[config.mk]
export PLATFORM = sky130hd
export DESIGN_NAME = avr_fetch
export DESIGN_NICKNAME = d
export VERILOG_FILES = /design/src/rtl/avr_fetch.sv
export SDC_FILE = /design/constraint.sdc
export NUM_CORES = 1
export LEC_CHECK = 0
export CAP_MARGIN = 20
export CORE_UTILIZATION = 51
export DETAILED_ROUTE_END_ITERATION = 16
export GPL_ROUTABILITY_DRIVEN = 0
export MAX_ROUTING_LAYER = met4
export PLACE_DENSITY_LB_ADDON = 0.08
export SYNTH_ARGS = -nofsm -noshare
export SYNTH_HDL_FRONTEND = slang
export SYNTH_SLANG_ARGS = --single-unit
[constraint.sdc]
create_clock -name clk -period 2.5 [get_ports clk]
set_input_delay 0.25 -clock clk [delete_from_list [all_inputs] [get_ports clk]]
set_output_delay 0.25 -clock clk [all_outputs]
set_load 0.02 [all_outputs]
[src/rtl/avr_fetch.sv]
// -----------------------------------------------------------------------------
// avr_fetch -- instruction fetch stage for the AVR core.
//
// Purpose:
//   Master of the program flash read port. Issues word reads from a program
//   counter, absorbs the one-cycle flash read latency, recognises the 32-bit
//   opcodes (LDS/STS, JMP/CALL), assembles one- or two-word instructions and
//   hands them to decode over a valid/ready handshake. A redirect flushes
//   everything in flight and restarts fetching at the redirect target.
//
// Ports:
//   clk             in   1         single clock, all state on rising edge
//   rst             in   1         synchronous, active-high reset
//   mem_ce          out  1         flash read enable (data on mem_d next cycle,
//                                  held by the flash while mem_ce is low)
//   mem_a           out  PC_WIDTH  flash word address of the current request
//   mem_d           in   16        flash read data
//   redirect_valid  in   1         branch/jump taken: flush and refetch
//   redirect_pc     in   PC_WIDTH  redirect target word address
//   insn_valid      out  1         output instruction valid
//   insn_ready      in   1         decode accepts the instruction
//   insn_word0      out  16        opcode word
//   insn_word1      out  16        second word of a long instruction, else 0
//   insn_long       out  1         1 = 32-bit instruction
//   insn_pc         out  PC_WIDTH  word address of insn_word0
// -----------------------------------------------------------------------------
module avr_fetch #(
    parameter int                    PC_WIDTH = 10,
    parameter logic [PC_WIDTH-1:0]   RESET_PC = '0
) (
    input  logic                clk,
    input  logic                rst,
    output logic                mem_ce,
    output logic [PC_WIDTH-1:0] mem_a,
    input  logic [15:0]         mem_d,
    input  logic                redirect_valid,
    input  logic [PC_WIDTH-1:0] redirect_pc,
    output logic                insn_valid,
    input  logic                insn_ready,
    output logic [15:0]         insn_word0,
    output logic [15:0]         insn_word1,
    output logic                insn_long,
    output logic [PC_WIDTH-1:0] insn_pc
);

    // ISSUE : first request after reset, no flash data available yet.
    // FIRST : mem_d holds the word at r_pc (an opcode word).
    // SECOND: mem_d holds the word at r_pc+1 (operand of a long opcode in r_w0).
    typedef enum logic [1:0] {
        S_ISSUE  = 2'd0,
        S_FIRST  = 2'd1,
        S_SECOND = 2'd2
    } state_t;

    localparam logic [PC_WIDTH-1:0] PC_ONE = PC_WIDTH'(1);
    localparam logic [PC_WIDTH-1:0] PC_TWO = PC_WIDTH'(2);

    state_t              r_state;
    logic [PC_WIDTH-1:0] r_pc;
    logic [15:0]         r_w0;
    logic                r_valid;
    logic [15:0]         r_word0;
    logic [15:0]         r_word1;
    logic                r_long;
    logic [PC_WIDTH-1:0] r_ipc;

    logic                w_free;
    logic                w_xfer;
    logic                w_is_long;
    logic [PC_WIDTH-1:0] w_pc_p1;
    logic [PC_WIDTH-1:0] w_pc_p2;

    // Output register can take a new instruction when empty or being drained.
    assign w_free    = !r_valid || insn_ready;
    assign w_xfer    = r_valid && insn_ready;
    assign w_is_long = ((mem_d & 16'hFC0F) == 16'h9000) ||
                       ((mem_d & 16'hFE0C) == 16'h940C);
    // Address arithmetic wraps naturally at PC_WIDTH bits.
    assign w_pc_p1   = r_pc + PC_ONE;
    assign w_pc_p2   = r_pc + PC_TWO;

    // The request must be combinational: the read issued this cycle is what
    // mem_d shows next cycle, which is what gives the two-cycle first-insn
    // latency. While mem_ce is low the flash keeps mem_d, so a stalled word
    // never needs to be re-read.
    always_comb begin
        mem_ce = 1'b0;
        mem_a  = r_pc;
        if (!rst) begin
            if (redirect_valid) begin
                mem_ce = 1'b1;
                mem_a  = redirect_pc;
            end else begin
                case (r_state)
                    S_ISSUE: begin
                        mem_ce = 1'b1;
                        mem_a  = r_pc;
                    end
                    S_FIRST: begin
                        // A long opcode fetches its operand regardless of
                        // the output stall; a short one only when it can
                        // be handed off this cycle.
                        if (w_is_long || w_free) begin
                            mem_ce = 1'b1;
                            mem_a  = w_pc_p1;
                        end
                    end
                    S_SECOND: begin
                        if (w_free) begin
                            mem_ce = 1'b1;
                            mem_a  = w_pc_p2;
                        end
                    end
                    default: begin
                        mem_ce = 1'b0;
                    end
                endcase
            end
        end
    end

    always_ff @(posedge clk) begin
        if (rst) begin
            r_state <= S_ISSUE;
            r_pc    <= RESET_PC;
            r_w0    <= '0;
            r_valid <= 1'b0;
            r_word0 <= '0;
            r_word1 <= '0;
            r_long  <= 1'b0;
            r_ipc   <= '0;
        end else begin
            // Drained with nothing new behind it -> empty; a load below wins.
            if (w_xfer) begin
                r_valid <= 1'b0;
            end

            if (redirect_valid) begin
                // Any half-assembled or in-flight word is simply forgotten;
                // the redirect target read is already on the bus this cycle.
                r_valid <= 1'b0;
                r_pc    <= redirect_pc;
                r_state <= S_FIRST;
            end else begin
                case (r_state)
                    S_ISSUE: begin
                        r_state <= S_FIRST;
                    end
                    S_FIRST: begin
                        if (w_is_long) begin
                            r_w0    <= mem_d;
                            r_state <= S_SECOND;
                        end else if (w_free) begin
                            r_valid <= 1'b1;
                            r_word0 <= mem_d;
                            r_word1 <= '0;
                            r_long  <= 1'b0;
                            r_ipc   <= r_pc;
                            r_pc    <= w_pc_p1;
                        end
                    end
                    S_SECOND: begin
                        if (w_free) begin
                            r_valid <= 1'b1;
                            r_word0 <= r_w0;
                            r_word1 <= mem_d;
                            r_long  <= 1'b1;
                            r_ipc   <= r_pc;
                            r_pc    <= w_pc_p2;
                            r_state <= S_FIRST;
                        end
                    end
                    default: begin
                        r_state <= S_ISSUE;
                    end
                endcase
            end
        end
    end

    assign insn_valid = r_valid;
    assign insn_word0 = r_word0;
    assign insn_word1 = r_word1;
    assign insn_long  = r_long;
    assign insn_pc    = r_ipc;

endmodule

# After elaboration in Yosys (flattened, before gate mapping)
# Cells that the tools add are included.
# classes
n_addsub	2
n_eq_ne	12
n_mux	36
bitwise	1
n_reduce_logical	15
# op_table
op	count
$mux 10	9
$mux 16	5
$pmux 16 s2	2
$pmux 10 s2	3
$ne 3x3->1 const B	4
$mux 1	11
$add 10x1->10 const B	1
$add 10x2->10 const B	1
$eq 10x10->1 const B	1
$eq 9x9->1 const B	1
$reduce_and 3->1	3
$ne 2x2->1 const B	4
$pmux 2 s3	1
$reduce_and 5->1	1
$mux 2	2
$pmux 1 s2	2
$reduce_and 2->1	2
$logic_or 1x1->1	3
$pmux 1 s3	1
$reduce_bool 3->1	1
$eq 2x1->1 const B	1
$eq 2x2->1 const B	1
$logic_not 2->1	1
$reduce_bool 2->1	1
other kinds (4)	4
# word_totals
regBits	72
in_bits	30
out_inout_bits	55
word_cells	75

# Logic depth before layout (Yosys ltp)
# Gate-level depths: netlist of the first run.
# depth
ltp_word	7
ltp_mapped	9
depth_no_buf	8

# Least setup slack after synthesis of the first run
# No wires, ideal clock.
# synth_path
kind	flip-flop to output port
startpoint	register r_state[1]
endpoint	output mem_a[7]
t_arrival_ns	1.923
required_ns	2.250
slack_ns	0.327
path_stages_with_launch	8
path_buffers	3
path_cell_list	dfxtp_1 -> inv_1 -> ha_1 -> buf_2 -> clkbuf_1 -> clkbuf_1 -> a31oi_1 -> o21ai_0
# synth_via
elab_chain_cells	4
word_cells_on_any_way	5
cone_classes	eq/ne: 2; mux: 3
# synth_rtl
item	line	source
start, declared	58	state_t r_state;
start signal, assigned	124	r_state <= S_ISSUE;
start signal, assigned	143	r_state <= S_FIRST;
start signal, assigned	147	r_state <= S_FIRST;
$eq 2x2->1 / $eq 2x1->1 (equally long branches)	94	case (r_state)
$pmux 10 s2 (*)	94	
$mux 10 (*)	90	if (redirect_valid) begin
$mux 10 (*)	89	if (!rst) begin
end, declared	34	output logic [PC_WIDTH-1:0] mem_a,
# Every way passes the cells marked *; elsewhere a longest branch is shown, timed or not.

# Worst setup path in the final report of the first run
# layout_path
startpoint	input mem_d[3]
endpoint	output mem_a[5]
# layout_via
elab_chain_cells	7
word_cells_on_any_way	8
cone_classes	eq/ne: 2; mux: 4; reduce/logical: 2
# layout_rtl
item	line	source
start, declared	35	input logic [15:0] mem_d,
$eq 10x10->1 / $eq 9x9->1 (equally long branches)	76, 77	
$logic_or 1x1->1 (*)	76	assign w_is_long = ((mem_d & 16'hFC0F) == 16'h9000) ||
$logic_or 1x1->1 (*)	103	if (w_is_long || w_free) begin
$mux 10 (*)	103	
$pmux 10 s2 (*)	94	
$mux 10 (*)	90	
$mux 10 (*)	89	
# Marks and branches as above.

==> results of run 1 <==
==> what timing repair did <==
action,4_1_cts,5_1_grt
setup endpoints to repair,11,31
gates cloned,0,0
buffers inserted,1,0
gates resized for setup,53,13
pin swaps,7,7
==> Yosys cell counts (3+ instances only) <==
library cell,instances
o22ai_1,5
buf_6,6
nor2_1,52
o21ai_0,17
buf_2,4
a22o_1,3
nand4_1,10
buf_1,4
a211oi_1,5
xnor2_1,4
xor2_1,6
dfxtp_1,72
a21oi_1,61
clkbuf_1,26
nor3_1,8
nor4_1,3
and3_1,17
nand3_1,14
inv_1,6
nand2_1,68
ha_1,6
mux2i_1,18
o21a_1,5
a211oi_2,16
==> state kept, by name, summed over array words and instances, names as in the netlist <==
name,flops
insn_word1,16
insn_valid,1
r_state,2
r_pc,10
insn_pc,10
insn_word0,16
insn_long,1
r_w0,16
==> kinds of logic (layout without fill, tap and decap cells) <==
group	Yosys count	after routing	share of synthesized area [%]
and+or+nand+nor	191	191	23.04
AOI/OAI and AO/OA	140	140	25.53
DFF	72	72	36.81
buffers and inverters	47	174	5.878
muxes	18	18	4.601
xor gates and xnor gates	10	10	2.236
adders and majority gates	6	6	1.917
==> metal layers <==
metal  up-vias  track usage, %  wire, um
met2       177           49.24      5643
li1       1969               -         -
met5         -               -         0
met3        43           5.302       746
met4         0           17.32       437
met1      1935           35.14      4674
==> worst max path at each step <==
stage	end	slack, ns	cells past startpoint
after floorplan	mem_a[7]	0.33	7
after global placement	mem_a[8]	-0.48	8
after detailed placement	mem_a[3]	-0.53	9
after CTS	mem_a[4]	0.0007	9
after global routing	mem_ce	0.003	8
final	mem_a[5]	0.12	9
==> layout make-up <==
cell class                 instances  area (um^2)
tap                               99        123.9
clock buffer                       9        123.9
sequential                        72         1441
timing repair buffer             152         1340
clock inverter                     7        93.84
inverter                           6        22.52
multi-input combinational        365         2305
fill                             556         1881
==> power breakdown <==
group,internal (mW),total (mW),switching (mW)
Sequential,1.18,1.21,0.0276
Combinational,0.259,0.579,0.320
Clock,0.562,1.03,0.473
Total,2.00,2.83,0.821
==> results.ini, run 1 <==
[run_status]
status = complete, no violations

[power_and_ir_drop]
powerDensity_nw_per_um2 = 518.4
power.leakage_nw = 2.053
total_power_mw = 2.826
vdd_drop_max_uv = 342.0

[cells_and_area]
layout_common_cells = dfxtp_1 (72), nand2_1 (68), clkdlybuf4s50_1 (68), buf_4 (68), a21oi_1 (60)
layout.cells.non_filler = 710
final_core_util_pct = 74.35
stdcell_area_um2 = 5450
area_growth_pct = 39.17
drive_gt1_share_pct = 22.09
final_common_cell = dfxtp_1
num_antenna_cells = 0
nNetsFinal = 642

[clocking]
cts_tree = done
cts_hold_repair.buffers = 0
clk_pin_slew_worst_paths_ns = 0.09
cts_sinks = 72
cts_buffer_depth = 2
htree_levels = 3
cts_buffers = 9
ctsRootBufferMaster = clkbuf_8
clk_latency_ns = 0.36

[setup_path]
arrival_ns = 2.13
rr_worst_depth = 9
crit_family = compound AO/OA/AOI/OAI gates
slowest_delay_ns = 0.54
worst_r2r_endpoint = insn_word0[11]
startpoint = mem_d[3]
worstSetupPathType = primary input to primary output
cp_max_fo = 8
end_kind = primary output
startpoint_type = primary input
worstPathRequired_ns = 2.25
cp_num_buf_inv = 3
r2r_start = r_state[0]
rrSetupSlack_ns = 0.23
cp_cell_sequence = dlygate4sd2_1, or4_4, o21ai_4, a21oi_4, buf_6, o21a_1, o21ai_1, a21oi_1, buf_4
cpMaxStageDelayCell = or4_4

[place]
portBuffers = 84
post-place-cells = 693
dp_slack_ns = -0.5267
dpl_cell_area_um2 = 5199
hpwl_um = 8040

[sta]
period_minus_slack_ns = 2.379
worstMarginPinSlew_ns = 0.6362
skew_ns = 0.01278
finalCritPeriodShare_pct = 95.15
worst_slack_ns = 0.1214
rsz0062_at_grt = no
holdWs_ns = 0.2714
hold_viol_final = 0
fmaxAchievable_mhz = 420.4
max_slew_margin_pct = 57.59
finalMaxSlewViolations = 0
setup_violations = 0
tns_ns = 0

[worst_hold_path]
hold_depth = 2
whs_endpoint = r_state[0]
hp-start = rst
hp-class = primary input to flop

[global_routing]
grtUsageTotal_pct = 30.24
grt_pass1_vias = 3822
antenna_found_initial = 0
grt_overflow_total = 0
grt_pass1_wl_um = 17810
grt_max_degree = 55

[logic_synthesis]
synth_async_sr_flop_share_pct = 0
synth-seq-cells = 72
ys.warnings.count = 0
synth_ff_type = dfxtp_1
synthCells = 484
synth_fp_nets = 520
synthTopCellsByArea = dfxtp_1 (37%), a21oi_1 (7.8%), nand2_1 (6.5%)
synth-edff-count = 0
synth.distinct_cells = 58
netlist.area_leader.share_pct = 36.81
syn_avg_cell_area_um2 = 8.091
synth_top_area_cell = dfxtp_1
synth_area_um2 = 3916
synth.yosys.seq_area_share_pct = 36.81

[floorplanning]
die_y_um = 89.63
fp.coreArea_um2 = 7331
die_w_um = 89.63
start_util_pct = 53.42
die_area_um2 = 8034
io_pins = 85
rows = 31

[flow_run]
maxCapViolCount = 0

[routing]
viasPerCell = 5.808
num_vias = 4124
drc_errors = 0
wl_per_cell_um = 16.20
dr.pass1.iters = 5
ant_nets = 0
wl_um = 11500
drt_iter0_markers = 199

No activity file was read; power rests on OpenSTA's default activity.
==> run 2, diff against run 1 <==
CORE_UTILIZATION = 55   (was 51)
DONT_BUFFER_PORTS = 1   (was default)
==> results.ini, run 2 (same netlist as run 1, synthesis figures left out) <==
[run_status]
status = complete, no violations

[setup_path]
cp_num_buf_inv = 3  ; unchanged
slowest_delay_ns = 0.37  ; -0.17 ns
crit_family = compound AO/OA/AOI/OAI gates
arrival_ns = 2.14  ; about the same
cp_cell_sequence = inv_1, ha_2, buf_4, nand2_1, nor2_1, a221o_1, a31oi_1, o21ai_0, buf_4
cpMaxStageDelayCell = dfxtp_2
worstPathRequired_ns = 2.25  ; about the same
worstSetupPathType = flop to primary output
cp_max_fo = 19  ; +11
critPathMostFrequentCell = buf_4
startpoint_type = flop
end_kind = primary output

[global_routing]
grt_overflow_total = 0  ; unchanged
grtUsageTotal_pct = 28.41  ; -1.8 points
grt_pass1_vias = 3231  ; -15%
grt_pass1_wl_um = 16070  ; -9.8%
grt_max_degree = 61  ; +11%
antenna_found_initial = 0  ; unchanged

[sta]
finalMaxSlewViolations = 0  ; unchanged
worst_slack_ns = 0.1057  ; -0.01569 ns
max_slew_margin_pct = 64.58  ; +7.0 points
fmaxAchievable_mhz = 417.7  ; -0.66%
skew_ns = 0.01025  ; -0.002528 ns
setup_violations = 0  ; unchanged
worstMarginPinSlew_ns = 0.5258  ; -0.1104 ns
rsz0062_at_grt = no
hold_viol_final = 0  ; unchanged
period_minus_slack_ns = 2.394  ; +0.01569 ns
finalCritPeriodShare_pct = 95.77  ; +0.63 points
tns_ns = 0  ; unchanged

[floorplanning]
die_y_um = 86.38  ; -3.6%
die_area_um2 = 7462  ; -7.1%
rows = 30  ; -3.2%
fp.coreArea_um2 = 6832  ; -6.8%
io_pins = 85  ; unchanged
die_w_um = 86.38  ; -3.6%
start_util_pct = 57.33  ; +3.9 points

[routing]
ant_nets = 0  ; unchanged
wl_per_cell_um = 17.81  ; +10%
num_vias = 3595  ; -13%
wl_um = 10420  ; -9.4%
drt_iter0_markers = 281  ; +41%
viasPerCell = 6.145  ; +5.8%
drc_errors = 0  ; unchanged
dr.pass1.iters = 5  ; unchanged

[cells_and_area]
final_core_util_pct = 63.64  ; -11 points
num_antenna_cells = 0  ; unchanged
layout.cells.non_filler = 585  ; -18%
final_common_cell = dfxtp_1
nNetsFinal = 520  ; -19%
drive_gt1_share_pct = 16.36  ; -5.7 points
layout_common_cells = dfxtp_1 (71), nand2_1 (68), a21oi_1 (61)
area_growth_pct = 11.02

[flow_run]
maxCapViolCount = 0  ; unchanged

[power_and_ir_drop]
total_power_mw = 2.694  ; -4.7%
switching_share_pct = 29.24  ; +0.19 points
power.leakage_nw = 1.545  ; -25%
net-switching-power_uw = 787.8  ; -4.0%
comb_power_share_pct = 14.2  ; -6.3 points
vdd_drop_max_uv = 402.1  ; +18%
p_int_mw = 1.906  ; -4.9%
powerDensity_nw_per_um2 = 619.6  ; +20%
pwr-share-clk_pct = 39.5  ; +2.9 points
seq_power_share_pct = 46.3  ; +3.4 points

[clocking]
cts_buffers = 9  ; unchanged
clk_pin_slew_worst_paths_ns = 0.09  ; about the same
clk_latency_ns = 0.35  ; about the same
cts_sinks = 72  ; unchanged
cts_buffer_depth = 2  ; unchanged
htree_levels = 3  ; unchanged
ctsRootBufferMaster = clkbuf_8
cts_setup_buffers = 0  ; -1
cts_tree = done

[place]
portBuffers = 0  ; -100%
post-place-cells = 568  ; -18%
dp_slack_ns = 0.2587  ; +0.7853 ns
hpwl_um = 6832  ; -15%

[worst_hold_path]
hp-class = primary input to flop

## run 2: power by group through the flow
stage | clock, mW | combinational [mW] | sequential, mW
after floorplan | 0 | 0.290 | 1.26
after global placement | 0 | 0.345 | 1.27
after detailed placement | 0 | 0.350 | 1.27
after CTS | 1.07 | 0.373 | 1.25
after global routing | 1.13 | 0.416 | 1.25
final | 1.06 | 0.382 | 1.25
## run 2: cell type report
class	instances	area, um^2
multi-input cells	365	2275
inverters	6	22.52
repair buffers	30	261.5
fillers	622	2484
well taps	96	120.1
flip-flops and latches	72	1443
clock buffers	9	123.9
clock inverters	7	102.6
## run 2: worst reg2reg max path: stages, from the launching register on
cell and delay, ns:
dfxtp_2 0.35, inv_1 0.12, ha_2 0.22, buf_4 0.25, mux2i_1 0.15, a31oi_4 0.34
nand2_1 0.18, o21a_1 0.20, o31a_1 0.23
## run 2: repair_timing
| item | CTS | global route |
|---|---|---|
| hold buffers | 1 | 0 |
| endpoints found under the hold margin | 60 | 0 |
| resized for setup | 0 | 7 |
| gates cloned | 0 | 0 |
| setup endpoints to repair | 1 | 9 |
## run 2: per-stage QoR
stage          hold slack, ns  area (um^2)
2_1_floorplan          0.3827         3916
3_3_place_gp           0.3225         4061
3_5_place_dp           0.3281         4061
4_1_cts               0.02196         4315
5_1_grt               0.02606         4348
6_report              0.02837         4348
## run 2: worst paths after layout
| check | from | end | slack, ns | depth (start not counted) |
|---|---|---|---|---|
| worst max-delay path | r_state[0] | mem_a[7] | 0.11 | 9 |
| worst min-delay path | mem_d[1] | r_w0[1] | 0.03 | 2 |
| worst max register to register | r_state[0] | r_pc[6] | 0.35 | 8 |
| worst min register to register | r_w0[5] | r_w0[5] | 0.46 | 2 |
## run 2: routing by layer
layer | vias up | part of all wire (%) | GRT usage, %
met2 | 147 | 44 | 41.49
met1 | 1714 | 46 | 39.51
li1 | 1727 | - | -
met3 | 7 | 9.4 | 6.381
met4 | 0 | 0.67 | 7.576
met5 | - | 0 | -
==> run 3, diff against run 2 <==
CORE_MARGIN = 2   (was default)
CTS_CLUSTER_DIAMETER = 200   (was default)
==> results.ini, run 3 (same netlist as run 1, synthesis figures left out) <==
[routing]
wl_um = 10430  ; about the same
viasPerCell = 6.152  ; +0.12%
drc_errors = 0  ; unchanged
wl_per_cell_um = 17.85  ; +0.22%
dr.pass1.iters = 5  ; unchanged
drt_iter0_markers = 321  ; +14%
num_vias = 3593  ; -0.056%
ant_nets = 0  ; unchanged

[cells_and_area]
layout.cells.non_filler = 584  ; -0.17%
drive_gt1_share_pct = 16.80  ; +0.44 points
area_growth_pct = 10.96  ; about the same
nNetsFinal = 519  ; -0.19%
layout_common_cells = dfxtp_1 (71), nand2_1 (67), a21oi_1 (61)
num_antenna_cells = 0  ; unchanged
final_common_cell = dfxtp_1
final_core_util_pct = 63.61  ; about the same
stdcell_area_um2 = 4345  ; about the same

[sta]
skew_ns = 0.01387  ; +0.003620 ns
setup_violations = 0  ; unchanged
worst_slack_ns = 0.09210  ; -0.01358 ns
finalMaxSlewViolations = 0  ; unchanged
period_minus_slack_ns = 2.408  ; +0.01358 ns
worstMarginPinSlew_ns = 0.4989  ; -0.02688 ns
hold_viol_final = 0  ; unchanged
max_slew_margin_pct = 66.39  ; +1.8 points
fmaxAchievable_mhz = 415.3  ; -0.56%
rsz0062_at_grt = no
holdWs_ns = 0.02096  ; -0.007411 ns
finalCritPeriodShare_pct = 96.32  ; +0.54 points
tns_ns = 0  ; unchanged

[floorplanning]
io_pins = 85  ; unchanged
die_w_um = 88.38  ; +2.3%
rows = 30  ; unchanged
die_area_um2 = 7811  ; +4.7%
fp.coreArea_um2 = 6832  ; unchanged
start_util_pct = 57.33  ; unchanged
die_y_um = 88.38  ; +2.3%

[worst_hold_path]
hold_depth = 2  ; unchanged
hp-start = mem_d[1]
whs_endpoint = r_w0[1]
hp-class = primary input to flop

[power_and_ir_drop]
vdd_drop_max_uv = 341.3  ; -15%
power.leakage_nw = 1.539  ; -0.37%
total_power_mw = 2.697  ; +0.12%
powerDensity_nw_per_um2 = 620.7  ; +0.18%

[global_routing]
use_met3_pct = 8.022  ; +1.6 points
met2_usage_pct = 40.46  ; -1.0 points
grt_pass1_wl_um = 16440  ; +2.3%
grt_busiest_layer = met2
grt_overflow_total = 0  ; unchanged
grt_pass1_vias = 3279  ; +1.5%
grt.met1_usage_pct = 38.34  ; -1.2 points
antenna_found_initial = 0  ; unchanged
grt_max_degree = 61  ; unchanged
grtUsageTotal_pct = 27.94  ; -0.47 points

[setup_path]
r2r_start = r_state[0]
rrSetupSlack_ns = 0.47  ; +0.12 ns
slowest_delay_ns = 0.35  ; -0.02 ns
rr_worst_depth = 8  ; unchanged
arrival_ns = 2.16  ; +0.02 ns
cp_num_buf_inv = 1  ; -2
cp_max_fo = 6  ; -13
cp_cell_sequence = ha_1, nor3b_1, o21ai_0, a221o_1, a31oi_1, o21ai_0, buf_4
worstSetupPathType = flop to primary output
critPathMostFrequentCell = o21ai_0
end_kind = primary output
worstPathRequired_ns = 2.25  ; about the same
startpoint_type = flop
worst_r2r_endpoint = r_pc[6]
cpMaxStageDelayCell = a221o_1
crit_family = compound AO/OA/AOI/OAI gates

[clocking]
clk_latency_ns = 0.35  ; about the same
htree_levels = 3  ; unchanged
cts_tree = done
clk_pin_slew_worst_paths_ns = 0.09  ; about the same
cts_buffers = 9  ; unchanged
cts_sinks = 72  ; unchanged
cts_buffer_depth = 2  ; unchanged
ctsRootBufferMaster = clkbuf_8

[flow_run]
maxCapViolCount = 0  ; unchanged

[place]
hpwl_um = 6893  ; +0.89%
post-place-cells = 567  ; -0.18%
dpl_cell_area_um2 = 4054  ; -0.18%
dp_slack_ns = 0.2615  ; +0.002793 ns
portBuffers = 0  ; unchanged

[run_status]
status = complete, no violations

run 3: worst max-delay path by stage:
| stage | from | to | slack, ns | cells after the start |
|---|---|---|---|---|
| after CTS | r_state[0] | mem_a[7] | 0.008 | 9 |
| after floorplan | r_state[1] | mem_a[7] | 0.33 | 7 |
| final | r_pc[1] | mem_a[7] | 0.09 | 7 |
| after global routing | r_state[0] | mem_a[7] | 0.02 | 9 |
| after detailed placement | mem_d[0] | mem_a[8] | 0.26 | 7 |
| after global placement | mem_d[0] | mem_a[8] | 0.26 | 7 |
run 3: what timing repair did:
| action | 4_1_cts | 5_1_grt |
|---|---|---|
| hold endpoints to repair | 60 | 0 |
| setup endpoints to repair | 4 | 2 |
| hold buffers | 1 | 0 |
| resized for setup | 3 | 7 |
| cloned | 0 | 0 |
| buffers inserted | 0 | 0 |
run 3: where the power goes:
part / internal (mW) / switching [mW]
registers: 1.18 / 0.0654
logic: 0.147 / 0.234
clock network: 0.574 / 0.492
total: 1.91 / 0.791
run 3: final cells by class:
| cell class | count | area (um^2) |
|---|---|---|
| Clock buffer | 9 | 123.9 |
| Timing Repair Buffer | 29 | 254.0 |
| Clock inverter | 7 | 102.6 |
| Sequential cell | 72 | 1443 |
| Inverter | 6 | 22.52 |
| Multi-Input combinational cell | 365 | 2280 |
| Fill cell | 622 | 2486 |
| Tap cell | 96 | 120.1 |
run 3: metal layers:
metal	vias to the layer above	wire length, um
met3	10	1045
met4	0	106
met1	1696	4723
met5	-	0
li1	1726	-
met2	161	4550
